--- config.mk ---
export PLATFORM = sky130hd
export DESIGN_NAME = sata_oob_detect_flat
export DESIGN_NICKNAME = d
export VERILOG_FILES = /design/src/rtl/sata_oob_detect_if.sv /design/src/rtl/sata_oob_detect.sv /design/src/flat_wrapper.sv
export SDC_FILE = /design/constraint.sdc
export NUM_CORES = 1
export LEC_CHECK = 0
export CORE_MARGIN = 4
export CORE_UTILIZATION = 40
export DETAILED_ROUTE_END_ITERATION = 8
export PLACE_DENSITY = 0.68
export SETUP_SLACK_MARGIN = 0.3
export SLEW_MARGIN = 20
export SYNTH_ARGS = -nofsm -noshare
export SYNTH_HDL_FRONTEND = slang
export SYNTH_SLANG_ARGS = --single-unit
--- constraint.sdc ---
create_clock -name i_clk -period 2.4 [get_ports i_clk]
set_input_delay 0.24 -clock i_clk [delete_from_list [all_inputs] [get_ports i_clk]]
set_output_delay 0.24 -clock i_clk [all_outputs]
set_load 0.01 [all_outputs]
--- src/rtl/sata_oob_detect_if.sv ---
// Receive-side OOB signalling bundle: electrical-idle input and the two
// single-cycle detection pulses.
interface sata_oob_detect_if;
    logic i_idle;
    logic o_cominit;
    logic o_comwake;

    modport master (output i_idle, input  o_cominit, input  o_comwake);
    modport slave  (input  i_idle, output o_cominit, output o_comwake);
endinterface

--- src/rtl/sata_oob_detect.sv ---
// SATA OOB classifier: measures burst/gap run lengths on the electrical-idle
// line and pulses o_cominit or o_comwake after NBURSTS valid bursts.
module sata_oob_detect #(
    parameter int unsigned MIN_BURST    = 10,
    parameter int unsigned MAX_BURST    = 24,
    parameter int unsigned MIN_WAKE_GAP = 8,
    parameter int unsigned MAX_WAKE_GAP = 26,
    parameter int unsigned MIN_INIT_GAP = 27,
    parameter int unsigned MAX_INIT_GAP = 79,
    parameter int unsigned NBURSTS      = 4,
    parameter int unsigned LGCOUNT      = 8
) (
    input  logic               i_clk,
    input  logic               i_reset,
    sata_oob_detect_if.slave   bus
);

    localparam int unsigned NBW = $clog2(NBURSTS + 1);

    localparam logic [LGCOUNT-1:0] C_ZERO         = LGCOUNT'(0);
    localparam logic [LGCOUNT-1:0] C_ONE          = LGCOUNT'(1);
    localparam logic [LGCOUNT-1:0] C_MIN_BURST    = LGCOUNT'(MIN_BURST);
    localparam logic [LGCOUNT-1:0] C_MAX_BURST    = LGCOUNT'(MAX_BURST);
    localparam logic [LGCOUNT-1:0] C_BURST_SAT    = LGCOUNT'(MAX_BURST + 1);
    localparam logic [LGCOUNT-1:0] C_MIN_WAKE_GAP = LGCOUNT'(MIN_WAKE_GAP);
    localparam logic [LGCOUNT-1:0] C_MAX_WAKE_GAP = LGCOUNT'(MAX_WAKE_GAP);
    localparam logic [LGCOUNT-1:0] C_MIN_INIT_GAP = LGCOUNT'(MIN_INIT_GAP);
    localparam logic [LGCOUNT-1:0] C_MAX_INIT_GAP = LGCOUNT'(MAX_INIT_GAP);

    localparam logic [NBW-1:0] C_NB_ZERO = NBW'(0);
    localparam logic [NBW-1:0] C_NB_ONE  = NBW'(1);
    localparam logic [NBW-1:0] C_NB_LAST = NBW'(NBURSTS - 1);

    typedef enum logic [1:0] {S_IDLE, S_BURST, S_GAP} state_t;
    typedef enum logic [1:0] {CLS_NONE, CLS_WAKE, CLS_INIT} cls_t;

    state_t               r_state, w_state;
    logic [LGCOUNT-1:0]   r_count, w_count;
    logic [NBW-1:0]       r_nb, w_nb;
    cls_t                 r_cls, w_cls;
    logic                 r_cominit, w_cominit;
    logic                 r_comwake, w_comwake;

    logic                 w_idle;
    logic                 w_burst_ok;
    cls_t                 w_gap_cls;
    cls_t                 w_cls_sel;
    logic                 w_gap_match;

    assign w_idle     = bus.i_idle;
    assign w_burst_ok = (r_count >= C_MIN_BURST) && (r_count <= C_MAX_BURST);

    // Gap classification; the first gap of a sequence defines the class.
    always_comb begin
        w_gap_cls = CLS_NONE;
        if ((r_count >= C_MIN_WAKE_GAP) && (r_count <= C_MAX_WAKE_GAP))
            w_gap_cls = CLS_WAKE;
        else if ((r_count >= C_MIN_INIT_GAP) && (r_count <= C_MAX_INIT_GAP))
            w_gap_cls = CLS_INIT;
    end

    assign w_cls_sel   = (r_nb == C_NB_ONE) ? w_gap_cls : r_cls;
    assign w_gap_match = (w_gap_cls != CLS_NONE) && (w_gap_cls == w_cls_sel);

    always_ff @(posedge i_clk) begin
        if (i_reset) begin
            r_state   <= S_IDLE;
            r_count   <= C_ZERO;
            r_nb      <= C_NB_ZERO;
            r_cls     <= CLS_NONE;
            r_cominit <= 1'b0;
            r_comwake <= 1'b0;
        end else begin
            r_state   <= w_state;
            r_count   <= w_count;
            r_nb      <= w_nb;
            r_cls     <= w_cls;
            r_cominit <= w_cominit;
            r_comwake <= w_comwake;
        end
    end

    always_comb begin
        w_state   = r_state;
        w_count   = r_count;
        w_nb      = r_nb;
        w_cls     = r_cls;
        w_cominit = 1'b0;
        w_comwake = 1'b0;

        case (r_state)
            S_IDLE: begin
                if (!w_idle) begin
                    w_state = S_BURST;
                    w_count = C_ONE;
                end
            end

            S_BURST: begin
                if (!w_idle) begin
                    if (r_count != C_BURST_SAT)
                        w_count = r_count + C_ONE;
                end else if (w_burst_ok && (r_nb == C_NB_LAST)) begin
                    w_cominit = (r_cls == CLS_INIT);
                    w_comwake = (r_cls == CLS_WAKE);
                    w_state   = S_IDLE;
                    w_count   = C_ZERO;
                    w_nb      = C_NB_ZERO;
                    w_cls     = CLS_NONE;
                end else if (w_burst_ok) begin
                    w_nb    = r_nb + C_NB_ONE;
                    w_state = S_GAP;
                    w_count = C_ONE;
                end else begin
                    w_state = S_IDLE;
                    w_count = C_ZERO;
                    w_nb    = C_NB_ZERO;
                    w_cls   = CLS_NONE;
                end
            end

            S_GAP: begin
                if (w_idle) begin
                    // Idle past the longest init gap abandons the sequence.
                    if (r_count >= C_MAX_INIT_GAP) begin
                        w_state = S_IDLE;
                        w_count = C_ZERO;
                        w_nb    = C_NB_ZERO;
                        w_cls   = CLS_NONE;
                    end else begin
                        w_count = r_count + C_ONE;
                    end
                end else if (w_gap_match) begin
                    w_state = S_BURST;
                    w_count = C_ONE;
                    w_cls   = w_cls_sel;
                end else begin
                    // Bad gap: this burst becomes the first of a new sequence.
                    w_state = S_BURST;
                    w_count = C_ONE;
                    w_nb    = C_NB_ZERO;
                    w_cls   = CLS_NONE;
                end
            end

            default: begin
                w_state = S_IDLE;
                w_count = C_ZERO;
                w_nb    = C_NB_ZERO;
                w_cls   = CLS_NONE;
            end
        endcase
    end

    assign bus.o_cominit = r_cominit;
    assign bus.o_comwake = r_comwake;

endmodule

--- src/flat_wrapper.sv ---
// flat-port wrapper written by rule: the top's interface ports become plain ports
module sata_oob_detect_flat 
#(
    parameter int unsigned MIN_BURST    = 10,
    parameter int unsigned MAX_BURST    = 24,
    parameter int unsigned MIN_WAKE_GAP = 8,
    parameter int unsigned MAX_WAKE_GAP = 26,
    parameter int unsigned MIN_INIT_GAP = 27,
    parameter int unsigned MAX_INIT_GAP = 79,
    parameter int unsigned NBURSTS      = 4,
    parameter int unsigned LGCOUNT      = 8
)
  (i_clk, i_reset, bus_i_idle, bus_o_cominit, bus_o_comwake);
  sata_oob_detect_if bus_i ();
  input  logic i_clk;
  input  logic i_reset;
  input wire logic [$bits(bus_i.i_idle)-1:0] bus_i_idle;
  output wire logic [$bits(bus_i.o_cominit)-1:0] bus_o_cominit;
  output wire logic [$bits(bus_i.o_comwake)-1:0] bus_o_comwake;
  assign bus_i.i_idle = bus_i_idle;
  assign bus_o_cominit = bus_i.o_cominit;
  assign bus_o_comwake = bus_i.o_comwake;
  sata_oob_detect #(.MIN_BURST(MIN_BURST), .MAX_BURST(MAX_BURST), .MIN_WAKE_GAP(MIN_WAKE_GAP), .MAX_WAKE_GAP(MAX_WAKE_GAP), .MIN_INIT_GAP(MIN_INIT_GAP), .MAX_INIT_GAP(MAX_INIT_GAP), .NBURSTS(NBURSTS), .LGCOUNT(LGCOUNT)) u_core (.i_clk(i_clk), .i_reset(i_reset), .bus(bus_i));
endmodule
==> flow_metrics.py, run 1 <==
metrics = {
    "status": {
        "status": "complete, no violations",
    },
    "synthesis": {
        "syn_nets": 142,
        "seq_area_frac_synth_pct": 29.8,
        "ys_ff_latch": 17,
        "async_flop_share_pct": 0,
        "synthTopCellsByCount": "dfxtp_1 (17), nor2_1 (16), inv_1 (7)",
        "synthFlopType": "dfxtp_1",
        "synth_top_area_share_pct": 29.8,
        "post_synth.cell_area_avg_um2": 8.59,
        "synth_area_leaders": "dfxtp_1 (30%), ha_1 (6.6%), nor2_1 (5.3%), mux2_4 (3.9%), xor2_1 (3.8%)",
        "synth_cell_types": 45,
        "yosys.area.top_type": "dfxtp_1",
        "synth_cells": 133,
        "ys.warnings.count": 0,
        "synth_edf_count": 0,
        "synth.most_common_cell": "dfxtp_1",
        "syn-cell-area_um2": 1140,
    },
    "clock_network": {
        "cts-root-buf": "clkbuf_4",
        "cts_max_level": 1,
        "clk_pin_slew_ns": 0.10,
        "cts_tree": "yes",
        "cts_setup_buffers": 0,
        "cts_num_sinks": 17,
        "cts_buffers": 3,
        "cts_buffer_depth": 2,
        "clock_latency_ns": 0.29,
        "cts_hold_buf": 0,
    },
    "sta": {
        "finalCriticalPeriod_ns": 1.99,
        "skew_ns": 0.00289,
        "drv_slew": 0,
        "rsz0062_at_grt": "false",
        "finalCritPeriodShare_pct": 82.8,
        "hold_viol": 0,
        "maxSlewHeadroom_pct": 63.1,
        "hold_ws_ns": 0.526,
        "tns_ns": 0,
        "fmax_ghz": 0.503,
        "setup_violations": 0,
        "worst_pin_slew_ns": 0.551,
    },
    "finish": {
        "antennaDiodeCount": 0,
        "syn_to_final_growth_pct": 7.56,
        "drive_gt1_share_pct": 14.8,
        "postLayoutCoreUtil_pct": 44.9,
        "fin_nets": 145,
        "fin_area_um2": 1230,
    },
    "floorplanning": {
        "start_util_pct": 41.8,
        "coreArea_um2": 2730,
        "ioPinCount": 5,
        "die_h_um": 61.4,
        "num_rows": 19,
        "fp.dieW_um": 61.4,
        "die-area_um2": 3770,
    },
    "setup_path": {
        "cp-end-kind": "flip-flop",
        "slowest_stage": "dfxtp_1",
        "slowest_delay_ns": 0.68,
        "critPathArrivalTime_ns": 2.17,
        "path_cells": "nand4_1 > a31oi_1 > o31ai_1 > or2_4 > mux2_4",
        "critPathLaunchType": "flip-flop",
        "critPathKind": "flip-flop to flip-flop",
        "cp.buffers_inverters": 0,
        "crit_required_ns": 2.59,
        "path_delay_family": "flip-flops",
        "cp_max_fo": 15,
    },
    "placement": {
        "gp_congestion": 0.813,
        "port_buffers": 4,
        "place_area_um2": 1190,
        "post-dp-hpwl_um": 1750,
    },
    "flow_run": {
        "maxCapViolations": 0,
    },
    "global_route": {
        "overflow": 0,
        "antenna_found_initial": 0,
        "grt_max_degree": 16,
        "grtUsageTotal_pct": 14.5,
        "grt_pass1_wl_um": 4100,
        "grt_pass1_vias": 880,
    },
    "pwr": {
        "cellLeakagePower_nw": 0.452,
        "finalPower_mw": 0.502,
        "power_density_nw_per_um2": 408,
        "ir_drop_uv": 264,
    },
    "routing": {
        "viasPerCell": 5.85,
        "drtIter0Drc": 56,
        "ant_nets": 0,
        "dr.pass1.iters": 4,
        "post_drt_wl_per_cell_um": 14.4,
        "routed_wl_um": 2390,
        "routed-via-count": 971,
        "drc": 0,
    },
    "min_path": {
        "min_path_type": "flip-flop to flip-flop",
    },
}
-- what timing repair did --
action	CTS	global route
resized for setup	1	3
pin swaps	0	0
endpoints found under the setup margin	3	5
-- cell families after synthesis --
family / share of synthesized area [%]
simple gates: 29.5
compound gates: 19.8
flops: 29.8
buf+inv: 6.57
mux: 3.94
xor+xnor: 3.83
fa+ha+maj: 6.57
-- stage by stage --
stage / worst slack [ns] / cells
2_1_floorplan: 0.589 / 133
3_3_place_gp: 0.341 / 162
3_5_place_dp: 0.288 / 162
4_1_cts: 0.349 / 166
5_1_grt: 0.300 / 166
6_report: 0.413 / 166
-- layout make-up --
type,count,area (um^2)
Fill cell,263,1510
Multi-Input combinational cell,101,739
Sequential cell,17,343
Timing Repair Buffer,6,55.1
Tap cell,31,38.8
Clock buffer,4,26.3
Inverter,7,26.3
-- path summary, 6_finish.rpt --
kind | startpoint | to | slack (ns) | cells after the start
max | u_core.r_count[2] | u_core.r_nb[0] | 0.41 | 5
min | u_core.r_cls[1] | u_core.bus.o_cominit | 0.53 | 2
max reg2reg | u_core.r_count[2] | u_core.r_nb[0] | 0.41 | 5
min reg2reg | u_core.r_cls[1] | u_core.bus.o_cominit | 0.53 | 2
-- power by group --
group / leakage (nW) / total [mW] / internal (mW) / switching [mW]
Combinational: 0.299 / 0.0496 / 0.0210 / 0.0286
Sequential: 0.138 / 0.296 / 0.286 / 0.00977
Clock: 0.0150 / 0.156 / 0.0646 / 0.0916
Total: 0.452 / 0.502 / 0.372 / 0.130
-- flip-flops by register name, summed over array words and instances, names as in the netlist --
signal,cells
u_core.r_state,2
u_core.bus.o_comwake,1
u_core.r_nb,3
u_core.r_cls,2
u_core.r_count,8
u_core.bus.o_cominit,1
-- worst reg2reg max path: stages (launching register included) --
cell and delay, ns:
dfxtp_1 0.68, nand4_1 0.25, a31oi_1 0.29, o31ai_1 0.10, or2_4 0.26, mux2_4 0.30
-- metal layers --
metal	share of wire, %	track usage (%)	up-vias
li1	-	-	491
met1	49	19.5	455
met2	47	23.1	23
met3	4.0	4.40	2
met4	0.54	2.73	0
met5	0	0	-
-- cell usage in the layout, fill, tap and decap left out, types with 2 or more instances in the layout --
cell type,netlist,final
nor2_1,16,16
dfxtp_1,17,15
inv_1,7,7
nand2_1,6,6
nand4_1,6,6
nor3_1,6,6
nor2b_1,6,6
xor2_1,5,5
a21oi_1,5,5
ha_1,6,5
clkdlybuf4s50_1,0,4
o21ai_0,3,3
nand3_1,3,3
a31oi_1,3,3
o2111ai_1,3,3
mux2_4,3,3
clkbuf_4,0,3
and2_1,2,2
or3_4,2,2
o31ai_1,2,2
o211ai_1,2,2
buf_4,2,2
dfxtp_2,0,2
Power figures use the tool's default switching activity.
==> inputs of run 2 (changes only) <==
- clock period: 2.4 -> 2.1 ns (I/O delays scaled with it)
==> flow_metrics.py, run 2 (synthesized netlist as in run 1, its figures left out) <==
metrics = {
    "status": {
        "status": "complete, no violations",
    },
    "clock_network": {
        "cts_hold_buf": 0,
        "cts_max_level": 1,
        "cts_num_sinks": 17,
        "cts_buffer_depth": 2,
        "cts-root-buf": "clkbuf_4",
        "cts_buffers": 3,
        "clock_latency_ns": 0.29,
        "cts_tree": "yes",
        "clk_pin_slew_ns": 0.11,
    },
    "pwr": {
        "cellLeakagePower_nw": 0.510,
        "ir_drop_uv": 390,
        "power_density_nw_per_um2": 424,
        "finalPower_mw": 0.596,
    },
    "finish": {
        "antennaDiodeCount": 0,
        "postLayoutCoreUtil_pct": 51.4,
        "fin_area_um2": 1410,
        "reg_top3": "u_core.r_count (8), u_core.r_nb (3)",
        "final_cells": 176,
        "fin_nets": 155,
        "regMostFlops": "u_core.r_count",
        "final_common_cell": "nor2_1",
        "largest_reg_flops": 8,
        "fillers": 240,
        "mostFrequentLayoutCells": "nor2_1 (16), buf_4 (10), dfxtp_1 (8)",
        "syn_to_final_growth_pct": 23.0,
        "drive_gt1_share_pct": 31.7,
    },
    "sta": {
        "hold_ws_ns": 0.538,
        "fin_ws_ns": 0.268,
        "hold_viol": 0,
        "tns_ns": 0,
        "maxSlewHeadroom_pct": 64.7,
        "finalCriticalPeriod_ns": 1.83,
        "setup_violations": 0,
        "drv_slew": 0,
        "finalCritPeriodShare_pct": 87.2,
        "worst_pin_slew_ns": 0.528,
        "rsz0062_at_grt": "true",
        "fmax_ghz": 0.546,
        "skew_ns": 0.00385,
    },
    "setup_path": {
        "reg2reg_slack_ns": 0.27,
        "critPathLaunchType": "flip-flop",
        "reg2regPathDepth": 7,
        "cp-startpoint": "u_core.r_count[1]",
        "cp-end-kind": "flip-flop",
        "critPathArrivalTime_ns": 2.02,
        "crit_path_end": "u_core.r_nb[2]",
        "critPathKind": "flip-flop to flip-flop",
        "r2r-start": "u_core.r_count[1]",
        "r2r_end": "u_core.r_nb[2]",
        "crit_required_ns": 2.29,
        "cp_max_fo": 6,
    },
    "placement": {
        "gp_congestion": 0.820,
        "port_buffers": 4,
        "dp_slack_ns": -0.00877,
        "place_area_um2": 1220,
        "post-dp-hpwl_um": 1840,
        "post-place-cells": 166,
    },
    "routing": {
        "drc": 0,
        "routed_wl_um": 2600,
        "drtIter0Drc": 42,
        "viasPerCell": 5.89,
        "routed-via-count": 1037,
        "dr.pass1.iters": 4,
        "ant_nets": 0,
        "post_drt_wl_per_cell_um": 14.7,
    },
    "global_route": {
        "grt_max_degree": 15,
        "overflow": 0,
        "grt_pass1_wl_um": 4310,
        "antenna_found_initial": 0,
        "grt_pass1_vias": 1006,
        "grtUsageTotal_pct": 15.1,
    },
    "floorplanning": {
        "fp.dieW_um": 61.4,
        "num_rows": 19,
        "coreArea_um2": 2730,
        "start_util_pct": 41.8,
        "ioPinCount": 5,
        "die_h_um": 61.4,
        "die-area_um2": 3770,
    },
    "flow_run": {
        "maxCapViolations": 0,
    },
    "min_path": {
        "min_path_type": "flip-flop to flip-flop",
    },
}
[run 2: cell types whose count changed in the layout (fill, tap and decap cells not counted), moves of 2 or more]
cell / before / now
buf_4: 2 / 10
dfxtp_1: 15 / 8
dfxtp_4: 0 / 4
dfxtp_2: 2 / 5
o2111ai_1: 3 / 1
o21ai_0: 3 / 1
o21ai_1: 0 / 2
[run 2: power by group]
part           switching (mW)  internal [mW]  total [mW]
clock                   0.110         0.0739       0.184
combinational          0.0431         0.0356      0.0786
sequential            0.00986          0.323       0.333
[run 2: layout make-up]
class / count / area, um^2 / share of cell area (%)
sequential: 17 / 362 / 25.7
timing repair buffer: 16 / 131 / 9.35
clock buffer: 4 / 26.3 / 1.87
multi-input combinational: 101 / 818 / 58.2
inverter: 7 / 28.8 / 2.05
tap: 31 / 38.8 / 2.76
[run 2: per-layer routing]
layer  track usage (%)  up-vias  routed length [um]
met4              4.24        0                  35
met1              17.6      495                1130
met3              4.40        6                 114
met5                 0        -                   0
met2              26.7       21                1320
li1                  -      515                   -
[run 2: repair_timing]
| action | CTS | global route |
|---|---|---|
| setup endpoints to repair | 5 | 13 |
| gates resized for setup | 20 | 12 |
| buffers inserted | 3 | 2 |
| pin swaps | 5 | 6 |
| gates cloned | 0 | 1 |
[run 2: worst min-delay path by stage]
stage / cells after the start / slack [ns] / to / startpoint
after CTS: 2 / 0.52 / u_core.r_cls[1] / u_core.r_cls[1]
final: 2 / 0.54 / u_core.bus.o_cominit / u_core.r_cls[1]
after global placement: 2 / 0.51 / u_core.r_cls[1] / u_core.r_cls[1]
after global routing: 2 / 0.57 / u_core.bus.o_cominit / u_core.r_cls[1]
after floorplan: 2 / 0.40 / u_core.r_cls[0] / i_reset
after detailed placement: 2 / 0.51 / u_core.r_cls[1] / u_core.r_cls[1]
[run 2: worst max-delay path: stages, from the launching register on]
cell and delay (ns):
dfxtp_2 0.35, buf_6 0.13, ha_4 0.14, or4_4 0.49
o2111ai_4 0.09, or3_4 0.19, nor3_1 0.05, mux2_4 0.28
